[src/rtl/imu_pkt_pkg.sv]
// Shared constants, FSM encodings and baud helper for the IMU packet receiver.
package imu_pkt_pkg;

  localparam logic [7:0] PKT_HDR   = 8'hAA;
  localparam int         PKT_BYTES = 4;

  localparam logic [2:0] R_IDLE      = 3'd0;
  localparam logic [2:0] R_START     = 3'd1;
  localparam logic [2:0] R_DATA      = 3'd2;
  localparam logic [2:0] R_STOP      = 3'd3;
  localparam logic [2:0] R_WAIT_HIGH = 3'd4;

  localparam logic [1:0] P_HUNT  = 2'd0;
  localparam logic [1:0] P_LSB   = 2'd1;
  localparam logic [1:0] P_MSB   = 2'd2;
  localparam logic [1:0] P_FLAGS = 2'd3;

  function automatic int clks_per_bit(input int clk_hz, input int baud);
    return (clk_hz + baud / 2) / baud;
  endfunction

endpackage

[src/rtl/uart_rx.sv]
// 8N1 byte receiver: 2-flop synchroniser, mid-bit sampling, stop-bit framing check.
module uart_rx
  import imu_pkt_pkg::*;
#(
  parameter int CLKS_PER_BIT = 16
) (
  input  logic       clk,
  input  logic       rst_n,
  input  logic       rx,
  output logic [7:0] rx_data,
  output logic       byte_valid,
  output logic       frame_err
);

  localparam int HALF = CLKS_PER_BIT / 2;
  localparam int CW   = $clog2(CLKS_PER_BIT + 1);

  logic          r_sync1, r_sync2, r_rx_prev;
  logic [2:0]    r_state;
  logic [CW-1:0] r_cnt;
  logic [2:0]    r_bit;
  logic [7:0]    r_shift;
  logic          r_byte_valid, r_frame_err;

  logic w_fall, w_half_done, w_bit_done;

  assign w_fall      = r_rx_prev & ~r_sync2;
  assign w_half_done = (r_cnt == CW'(HALF - 1));
  assign w_bit_done  = (r_cnt == CW'(CLKS_PER_BIT - 1));

  always_ff @(posedge clk) begin
    if (!rst_n) begin
      r_sync1      <= 1'b1;
      r_sync2      <= 1'b1;
      r_rx_prev    <= 1'b1;
      r_state      <= R_IDLE;
      r_cnt        <= '0;
      r_bit        <= '0;
      r_shift      <= '0;
      r_byte_valid <= 1'b0;
      r_frame_err  <= 1'b0;
    end else begin
      r_sync1      <= rx;
      r_sync2      <= r_sync1;
      r_rx_prev    <= r_sync2;
      r_byte_valid <= 1'b0;
      r_frame_err  <= 1'b0;
      r_cnt        <= r_cnt + CW'(1);
      case (r_state)
        R_IDLE: begin
          r_cnt <= '0;
          if (w_fall) r_state <= R_START;
        end
        R_START: begin
          // A start bit that is high again at mid-bit was only a glitch.
          if (w_half_done) begin
            r_cnt   <= '0;
            r_bit   <= '0;
            r_state <= r_sync2 ? R_IDLE : R_DATA;
          end
        end
        R_DATA: begin
          if (w_bit_done) begin
            r_cnt   <= '0;
            r_shift <= {r_sync2, r_shift[7:1]};
            r_bit   <= r_bit + 3'd1;
            if (r_bit == 3'd7) r_state <= R_STOP;
          end
        end
        R_STOP: begin
          if (w_bit_done) begin
            r_cnt <= '0;
            if (r_sync2) begin
              r_byte_valid <= 1'b1;
              r_state      <= R_IDLE;
            end else begin
              r_frame_err <= 1'b1;
              r_state     <= R_WAIT_HIGH;
            end
          end
        end
        R_WAIT_HIGH: begin
          r_cnt <= '0;
          if (r_sync2) r_state <= R_IDLE;
        end
        default: r_state <= R_IDLE;
      endcase
    end
  end

  assign rx_data    = r_shift;
  assign byte_valid = r_byte_valid;
  assign frame_err  = r_frame_err;

endmodule

[src/rtl/imu_packet_rx.sv]
// IMU packet receiver: AA/LSB/MSB/flags parser with inter-byte timeout.
// Optional good/error counters are built when IMU_PKT_STATS_EN is defined.
module imu_packet_rx
  import imu_pkt_pkg::*;
#(
  parameter int WIDTH         = 16,
  parameter int CLK_FREQ_HZ   = 1_840_000,
  parameter int BAUD_RATE     = 115_200,
  parameter int TIMEOUT_BYTES = 2
) (
  input  logic             clk,
  input  logic             rst_n,
  input  logic             rx,
  output logic [WIDTH-1:0] sample_out,
  output logic             event_out,
  output logic             pkt_valid,
  output logic             frame_err,
  output logic             sync_err,
  output logic [15:0]      pkt_count,
  output logic [15:0]      err_count
);

  localparam int CPB         = clks_per_bit(CLK_FREQ_HZ, BAUD_RATE);
  localparam int TIMEOUT_CYC = TIMEOUT_BYTES * 10 * CPB;
  localparam int TW          = $clog2(TIMEOUT_CYC + 1);

  logic [7:0] w_rx_data;
  logic       w_byte_valid, w_frame_err;

  uart_rx #(.CLKS_PER_BIT(CPB)) u_uart_rx (
    .clk       (clk),
    .rst_n     (rst_n),
    .rx        (rx),
    .rx_data   (w_rx_data),
    .byte_valid(w_byte_valid),
    .frame_err (w_frame_err)
  );

  logic [1:0]       r_pstate;
  logic [7:0]       r_lsb, r_msb;
  logic [TW-1:0]    r_idle_cnt;
  logic [WIDTH-1:0] r_sample;
  logic             r_event, r_pkt_valid, r_sync_err, r_frame_err;

  logic [15:0] w_word;
  logic        w_timeout, w_flags_ok;

  assign w_word     = {r_msb, r_lsb};
  assign w_flags_ok = (w_rx_data[7:1] == 7'd0);
  // Frame errors take priority so the two error pulses never coincide.
  assign w_timeout  = (r_pstate != P_HUNT) && (r_idle_cnt == TW'(TIMEOUT_CYC)) &&
                      !w_byte_valid && !w_frame_err;

  always_ff @(posedge clk) begin
    if (!rst_n) begin
      r_pstate    <= P_HUNT;
      r_lsb       <= '0;
      r_msb       <= '0;
      r_idle_cnt  <= '0;
      r_sample    <= '0;
      r_event     <= 1'b0;
      r_pkt_valid <= 1'b0;
      r_sync_err  <= 1'b0;
      r_frame_err <= 1'b0;
    end else begin
      r_pkt_valid <= 1'b0;
      r_sync_err  <= 1'b0;
      r_frame_err <= w_frame_err;

      if (r_pstate == P_HUNT || w_byte_valid) r_idle_cnt <= '0;
      else if (r_idle_cnt != TW'(TIMEOUT_CYC)) r_idle_cnt <= r_idle_cnt + TW'(1);

      if (w_frame_err) begin
        r_pstate <= P_HUNT;
      end else if (w_timeout) begin
        r_pstate   <= P_HUNT;
        r_sync_err <= 1'b1;
      end else if (w_byte_valid) begin
        case (r_pstate)
          P_HUNT: if (w_rx_data == PKT_HDR) r_pstate <= P_LSB;
          P_LSB: begin
            r_lsb    <= w_rx_data;
            r_pstate <= P_MSB;
          end
          P_MSB: begin
            r_msb    <= w_rx_data;
            r_pstate <= P_FLAGS;
          end
          default: begin
            r_pstate <= P_HUNT;
            if (w_flags_ok) begin
              r_pkt_valid <= 1'b1;
              r_sample    <= w_word[WIDTH-1:0];
              r_event     <= w_rx_data[0];
            end else begin
              r_sync_err <= 1'b1;
            end
          end
        endcase
      end
    end
  end

  assign sample_out = r_sample;
  assign event_out  = r_event;
  assign pkt_valid  = r_pkt_valid;
  assign frame_err  = r_frame_err;
  assign sync_err   = r_sync_err;

`ifdef IMU_PKT_STATS_EN
  logic [15:0] r_pkt_count, r_err_count;

  always_ff @(posedge clk) begin
    if (!rst_n) begin
      r_pkt_count <= '0;
      r_err_count <= '0;
    end else begin
      if (r_pkt_valid) r_pkt_count <= r_pkt_count + 16'd1;
      if (r_frame_err | r_sync_err) r_err_count <= r_err_count + 16'd1;
    end
  end

  assign pkt_count = r_pkt_count;
  assign err_count = r_err_count;
`else
  assign pkt_count = '0;
  assign err_count = '0;
`endif

endmodule

[config.mk]
export PLATFORM = sky130hd
export DESIGN_NAME = imu_packet_rx
export DESIGN_NICKNAME = d
export VERILOG_FILES = /design/src/rtl/imu_pkt_pkg.sv /design/src/rtl/uart_rx.sv /design/src/rtl/imu_packet_rx.sv
export SDC_FILE = /design/constraint.sdc
export NUM_CORES = 1
export LEC_CHECK = 0
export CAP_MARGIN = 5
export CORE_ASPECT_RATIO = 0.8
export CORE_UTILIZATION = 39
export DETAILED_ROUTE_END_ITERATION = 16
export SYNTH_ARGS = -nofsm -noshare
export SYNTH_HDL_FRONTEND = slang
export SYNTH_SLANG_ARGS = --single-unit
[constraint.sdc]
create_clock -name clk -period 4.65 [get_ports clk]
set_input_delay 0.465 -clock clk [delete_from_list [all_inputs] [get_ports clk]]
set_output_delay 0.465 -clock clk [all_outputs]
set_load 0.02 [all_outputs]
Yosys cells after proc, flatten, opt, wreduce, memory -nomap -nowiden

Cells that the tools add are included.

Add/sub/neg operators: 3
Eq/ne operators: 19
Mux-type cells: 24
Bitwise gates (word level): 7
Reductions and logical operators: 26

Operators by type and width:

| operator                                                                | number |
|---|---|
| 3-bit 2-to-1 mux                                                        | 9 |
| 3-bit one-hot mux with 5 select lines                                   | 1 |
| 5-bit one-hot mux with 3 select lines                                   | 1 |
| 2-bit by 1-bit inequality test with 1-bit output, second input constant | 7 |
| 5-bit 2-to-1 mux                                                        | 2 |
| 9-bit by 1-bit adder with 9-bit output, second input constant           | 1 |
| 9-bit == test, second input constant                                    | 1 |
| 9-bit inequality test, second input constant                            | 1 |
| 8-bit == test, second input constant                                    | 1 |
| 4-bit AND reduction                                                     | 2 |
| 2-bit OR reduction                                                      | 4 |
| 7-bit logical NOT                                                       | 1 |
| 1-bit 2-to-1 mux                                                        | 7 |
| 7-bit OR reduction                                                      | 1 |
| 3-bit by 2-bit == test with 1-bit output, second input constant         | 2 |
| 3-bit == test, second input constant                                    | 2 |
| 1-bit NOT                                                               | 6 |
| 2-bit one-hot mux with 3 select lines                                   | 1 |
| 3-bit one-hot mux with 2 select lines                                   | 1 |
| 3-bit AND reduction                                                     | 2 |
| 6-bit AND reduction                                                     | 1 |
| 3-bit OR reduction                                                      | 2 |
| 5-bit by 1-bit adder with 5-bit output, second input constant           | 1 |
| 5-bit by 3-bit == test with 1-bit output, second input constant         | 1 |
| other kinds (15)                                                        | 21 |

Flip-flop bits (word level): 71
Input bits: 3
Output and inout port bits: 52
Word-level logic and storage cells: 97

Logic depth before layout (Yosys ltp)

Word-level depth: 6
Depth in mapped cells: 9
Mapped depth without buffers: 8

Hierarchy

Synthesis repeated with hierarchy kept, for this count alone.

Cells, all modules: 365
Area total of the unflattened synthesis: 3412.0 µm²

Modules (own cells, without submodules):

| module        | times used | cells each | area an instance (µm²) | seq. area each (µm²) |
|---|---|---|---|---|
| imu_packet_rx | 1          | 248        | 2314.7                 | 940.9 |
| uart_rx       | 1          | 117        | 1097.3                 | 480.5 |

Worst setup path after synthesis

No wires, ideal clock.

Path type: register to register
Start point: register u_uart_rx.r_cnt[0]
End point: register u_uart_rx.r_bit[1]
Library setup time: 118 ps
Data arrival time: 1499 ps
Required time: 4532 ps
Path slack: 3033 ps
Cell stages (with the launch flop): 9
Path buffers: 1
Clock period less this slack: 1617 ps
Cell sequence: dfxtp_1 ha_1 nand3_1 inv_1 ha_1 and4bb_2 buf_2 a22oi_1 nor2b_1

Longest elaborated chain between the ends: 3
Elaborated cells on any way between the ends: 5
Classes of those cells: eq/ne (4); reduce/logical (1)

RTL lines:

| item                                                                                                 | RTL line                     | text |
|---|---|---|
| start: declaration                                                                                   | uart_rx.sv:20                | `logic [CW-1:0] r_cnt;` |
| start signal: assignment                                                                             | uart_rx.sv:48                | `r_cnt <= r_cnt + CW'(1);` |
| 5-bit by 4-bit == test with 1-bit output or 5-bit by 3-bit == test with 1-bit output (tied branches) | uart_rx.sv:29, uart_rx.sv:28 |  |
| 2-bit by 1-bit inequality test with 1-bit output (no source line)                                    | --                           |  |
| 3-bit AND reduction (no source line) *                                                               | --                           |  |
| end signal: assignment                                                                               | uart_rx.sv:66                | `r_bit <= r_bit + 3'd1;` |
| end: declaration                                                                                     | uart_rx.sv:21                | `logic [2:0] r_bit;` |

Mark *: on every way between the ends. The rest lies on a longest branch, timed or not.
A chain may end at the register's enable or synchronous reset.

Final worst setup path

Same ends and word-level chain as after synthesis.

==> impl_metrics.csv <==
group,metric,value,unit
route,wl,5480,µm
global_routing,grt.total_usage,13.8,%
clock_tree,cts_resized,0,
clock_tree,htreeDepth,3,
cells_and_area,layout_common_cells,"71 x dfxtp_1, 42 x nand2_1, 32 x conb_1",
logic_synthesis,yosysUniqueCellTypes,48,
timing,fmax,533,MHz
route,viasPerCell,4.65,
hold_path,min-delay-path-class,"reg2reg",
placed_design,dp_hpwl,3730,µm
cells_and_area,instances_no_fill,488,
setup_path,path_cells,"ha_1 -> nand3_1 -> inv_1 -> ha_1 -> and4bb_2 -> a21oi_1 -> a22oi_1 -> nor2b_1",
die,core,0.00806,mm²
logic_synthesis,ys_ff_latch,71,
timing,post-route-period-util,40.3,%
timing,slew_headroom,67.4,%
setup_path,crit_family,"simple AND/OR/NAND/NOR gates",
cells_and_area,syn_to_final_growth,11.0,%
setup_path,start_kind,"register",
timing,setup_ws,2.78,ns
route,drt-wirelength-per-cell,11.2,µm
timing,fin_worst_skew,0.00630,ns
logic_synthesis,ys_warn_count,0,
clock_tree,hold_buffers,0,
global_routing,grt_max_degree,58,
route,drtIter0Drc,73,
clock_tree,clock_sinks,71,
placed_design,finalWeightedCongestion,0.793,
logic_synthesis,seq_area_frac_synth,43.1,%
setup_path,max_stage_delay,0.42,ns
pwr,ir_worst_vdd,192,µV
die,die_x,105,µm
global_routing,antenna_found_initial,0,
route,num_vias,2268,
timing,rsz0062_at_grt,"false",
setup_path,crit_slowest_cell,"and4bb_2",
timing,tns,0,ns
route,dr.pass1.iters,6,
timing,final-setup-viol-count,0,
timing,tightestPinTransition,0.482,ns
placed_design,port_buffers,22,
timing,period_minus_slack,1.87,ns
pwr,p_leak,1.45,nW
pwr,powerDensity,319,mW/mm²
global_routing,grt.overflow.total,0,
clock_tree,path_clk_slew,0.07,ns
global_routing,grt_pass1_vias,2130,
global_routing,grt_pass1_wl,9710,µm
run_status,outcome,"completed",
clock_tree,clk_latency,0.34,ns
route,ant_nets,0,
setup_path,cpMostUsedCell,"ha_1",
clock_tree,cts_buffers,9,
timing,finalHoldViolations,0,
cells_and_area,final_common_cell,"dfxtp_1",
placed_design,placed_cells,472,
setup_path,path_max_fanout,11,
cells_and_area,drive_gt1_share,7.11,%
timing,drv_slew,0,
cells_and_area,finalNetCount,389,
logic_synthesis,syn_area,0.00330,mm²
die,die_h,84.3,µm
clock_tree,clock-root-buffer,"clkbuf_8",
setup_path,cp-end-kind,"register",
logic_synthesis,synth_area_per_cell,9.24,µm²
die,die-area,0.00883,mm²
cells_and_area,diodes,0,
die,start_util,41.0,%
die,ios,55,
setup_path,arrival,2.11,ns
setup_path,critPathKind,"reg2reg",
clock_tree,cts_setup_buffers,0,
route,drc,0,
job,max_cap_viol_count,0,
die,row_count,29,
clock_tree,ctsLongestPathBuffers,2,
logic_synthesis,synthCells,357,
setup_path,worst-path-buf-inv,1,
setup_path,required,4.89,ns
placed_design,place_ws,2.59,ns
clock_tree,tritoncts,"yes",
worst paths after layout:
| check | start | to | slack [ns] | cells after the start |
|---|---|---|---|---|
| worst max register to register | u_uart_rx.r_cnt[0]$_SDFF_PN0_ | u_uart_rx.r_bit[1]$_SDFFE_PN0P_ | 2.78 | 8 |
| worst min register to register | u_uart_rx.r_sync1$_SDFF_PN1_ | u_uart_rx.r_sync2$_SDFF_PN1_ | 0.41 | 1 |
| worst max-delay path | u_uart_rx.r_cnt[0]$_SDFF_PN0_ | u_uart_rx.r_bit[1]$_SDFFE_PN0P_ | 2.78 | 8 |
| worst min-delay path | u_uart_rx.r_sync1$_SDFF_PN1_ | u_uart_rx.r_sync2$_SDFF_PN1_ | 0.41 | 1 |
worst register-to-register path, stage by stage, from the launching register on:
cell and delay, ns:
dfxtp_1 0.36, ha_1 0.24, nand3_1 0.12, inv_1 0.08, ha_1 0.22, and4bb_2 0.42, a21oi_1 0.13, a22oi_1 0.15
nor2b_1 0.06
state kept, by name, indices dropped and copies added (netlist names):
| register | flops |
|---|---|
| r_msb | 8 |
| r_lsb | 8 |
| u_uart_rx.r_sync1 | 1 |
| u_uart_rx.byte_valid | 1 |
| u_uart_rx.r_bit | 3 |
| pkt_valid | 1 |
| sync_err | 1 |
| u_uart_rx.rx_data | 8 |
| u_uart_rx.r_state | 3 |
| u_uart_rx.frame_err | 1 |
| r_idle_cnt | 9 |
| frame_err | 1 |
| u_uart_rx.r_sync2 | 1 |
| event_out | 1 |
| sample_out | 16 |
| r_pstate | 2 |
| u_uart_rx.r_rx_prev | 1 |
| u_uart_rx.r_cnt | 5 |
metrics by stage:
stage	hold WS [ns]	instance area, µm²	power (W)	utilization, %
2_1_floorplan	0.386	3420	0.000690	-
3_3_place_gp	0.390	3450	0.000674	42.9
3_5_place_dp	0.396	3450	0.000674	42.9
4_1_cts	0.414	3660	0.00119	45.5
5_1_grt	0.455	3660	0.00122	45.5
6_report	0.411	3660	0.00117	45.5
layer usage:
layer | global-route usage [%] | vias up | routed length (µm) | share of wire [%]
met3 | 4.11 | 14 | 251 | 4.6
met4 | 6.79 | 0 | 136 | 2.5
met5 | 0 | - | 0 | 0
li1 | - | 1177 | - | -
met2 | 20.0 | 58 | 2150 | 39
met1 | 18.6 | 1019 | 2950 | 54
area by class of cell:
cell class | instances | area [µm²]
fillers | 801 | 4390
multi-input cells | 256 | 1610
flip-flops and latches | 71 | 1420
repair buffers | 25 | 243
clock buffers | 13 | 169
well taps | 108 | 135
inverters | 12 | 45.0
clock inverters | 3 | 40.0
Yosys cell counts (all sizes together):
library cell / n / area [µm²]
and2: 2 / 12.5
nor3: 3 / 25.0
o221a: 1 / 11.3
clkbuf: 7 / 26.3
inv: 12 / 45.0
ha: 11 / 138
a32o: 1 / 10.0
nor4b: 3 / 26.3
o21ai: 2 / 10.0
dfxtp: 71 / 1420
nor2b: 24 / 150
or3: 2 / 12.5
a31o: 1 / 8.76
o21a: 1 / 7.51
and3b: 1 / 8.76
a31oi: 1 / 6.26
nand4bb: 2 / 22.5
and3: 4 / 26.3
mux2i: 17 / 170
nand4: 2 / 12.5
a21boi: 24 / 180
a21oi: 8 / 40.0
o31ai: 1 / 7.51
a22oi: 2 / 15.0
nor4: 1 / 21.3
nor4bb: 2 / 20.0
nand3: 27 / 135
mux2: 1 / 11.3
o41ai: 1 / 8.76
buf: 42 / 313
xor2: 5 / 43.8
nand2b: 5 / 31.3
nand2: 42 / 158
and4bb: 2 / 25.0
nor3b: 1 / 7.51
xnor2: 4 / 35.0
nand3b: 2 / 15.0
conb: 1 / 3.75
nor2: 16 / 60.1
or3b: 1 / 8.76
a41oi: 1 / 8.76
cell families after synthesis:
logic type                 Yosys count  share of synthesized area, %
buffers and inverters               61                          11.6
xor gates and xnor gates             9                          2.39
and+or+nand+nor                    142                          23.6
muxes                               18                          5.50
DFF                                 71                          43.1
AOI/OAI and AO/OA                   44                          9.52
adders and majority gates           11                          4.17
other                                1                         0.114
report_power, final:
group	switching [W]	leakage (nW)	internal (W)
registers	0.00000355	0.573	0.000610
logic	0.0000337	0.771	0.0000130
clock network	0.000219	0.109	0.000290
total	0.000257	1.45	0.000914
Power figures use the tool's default switching activity.
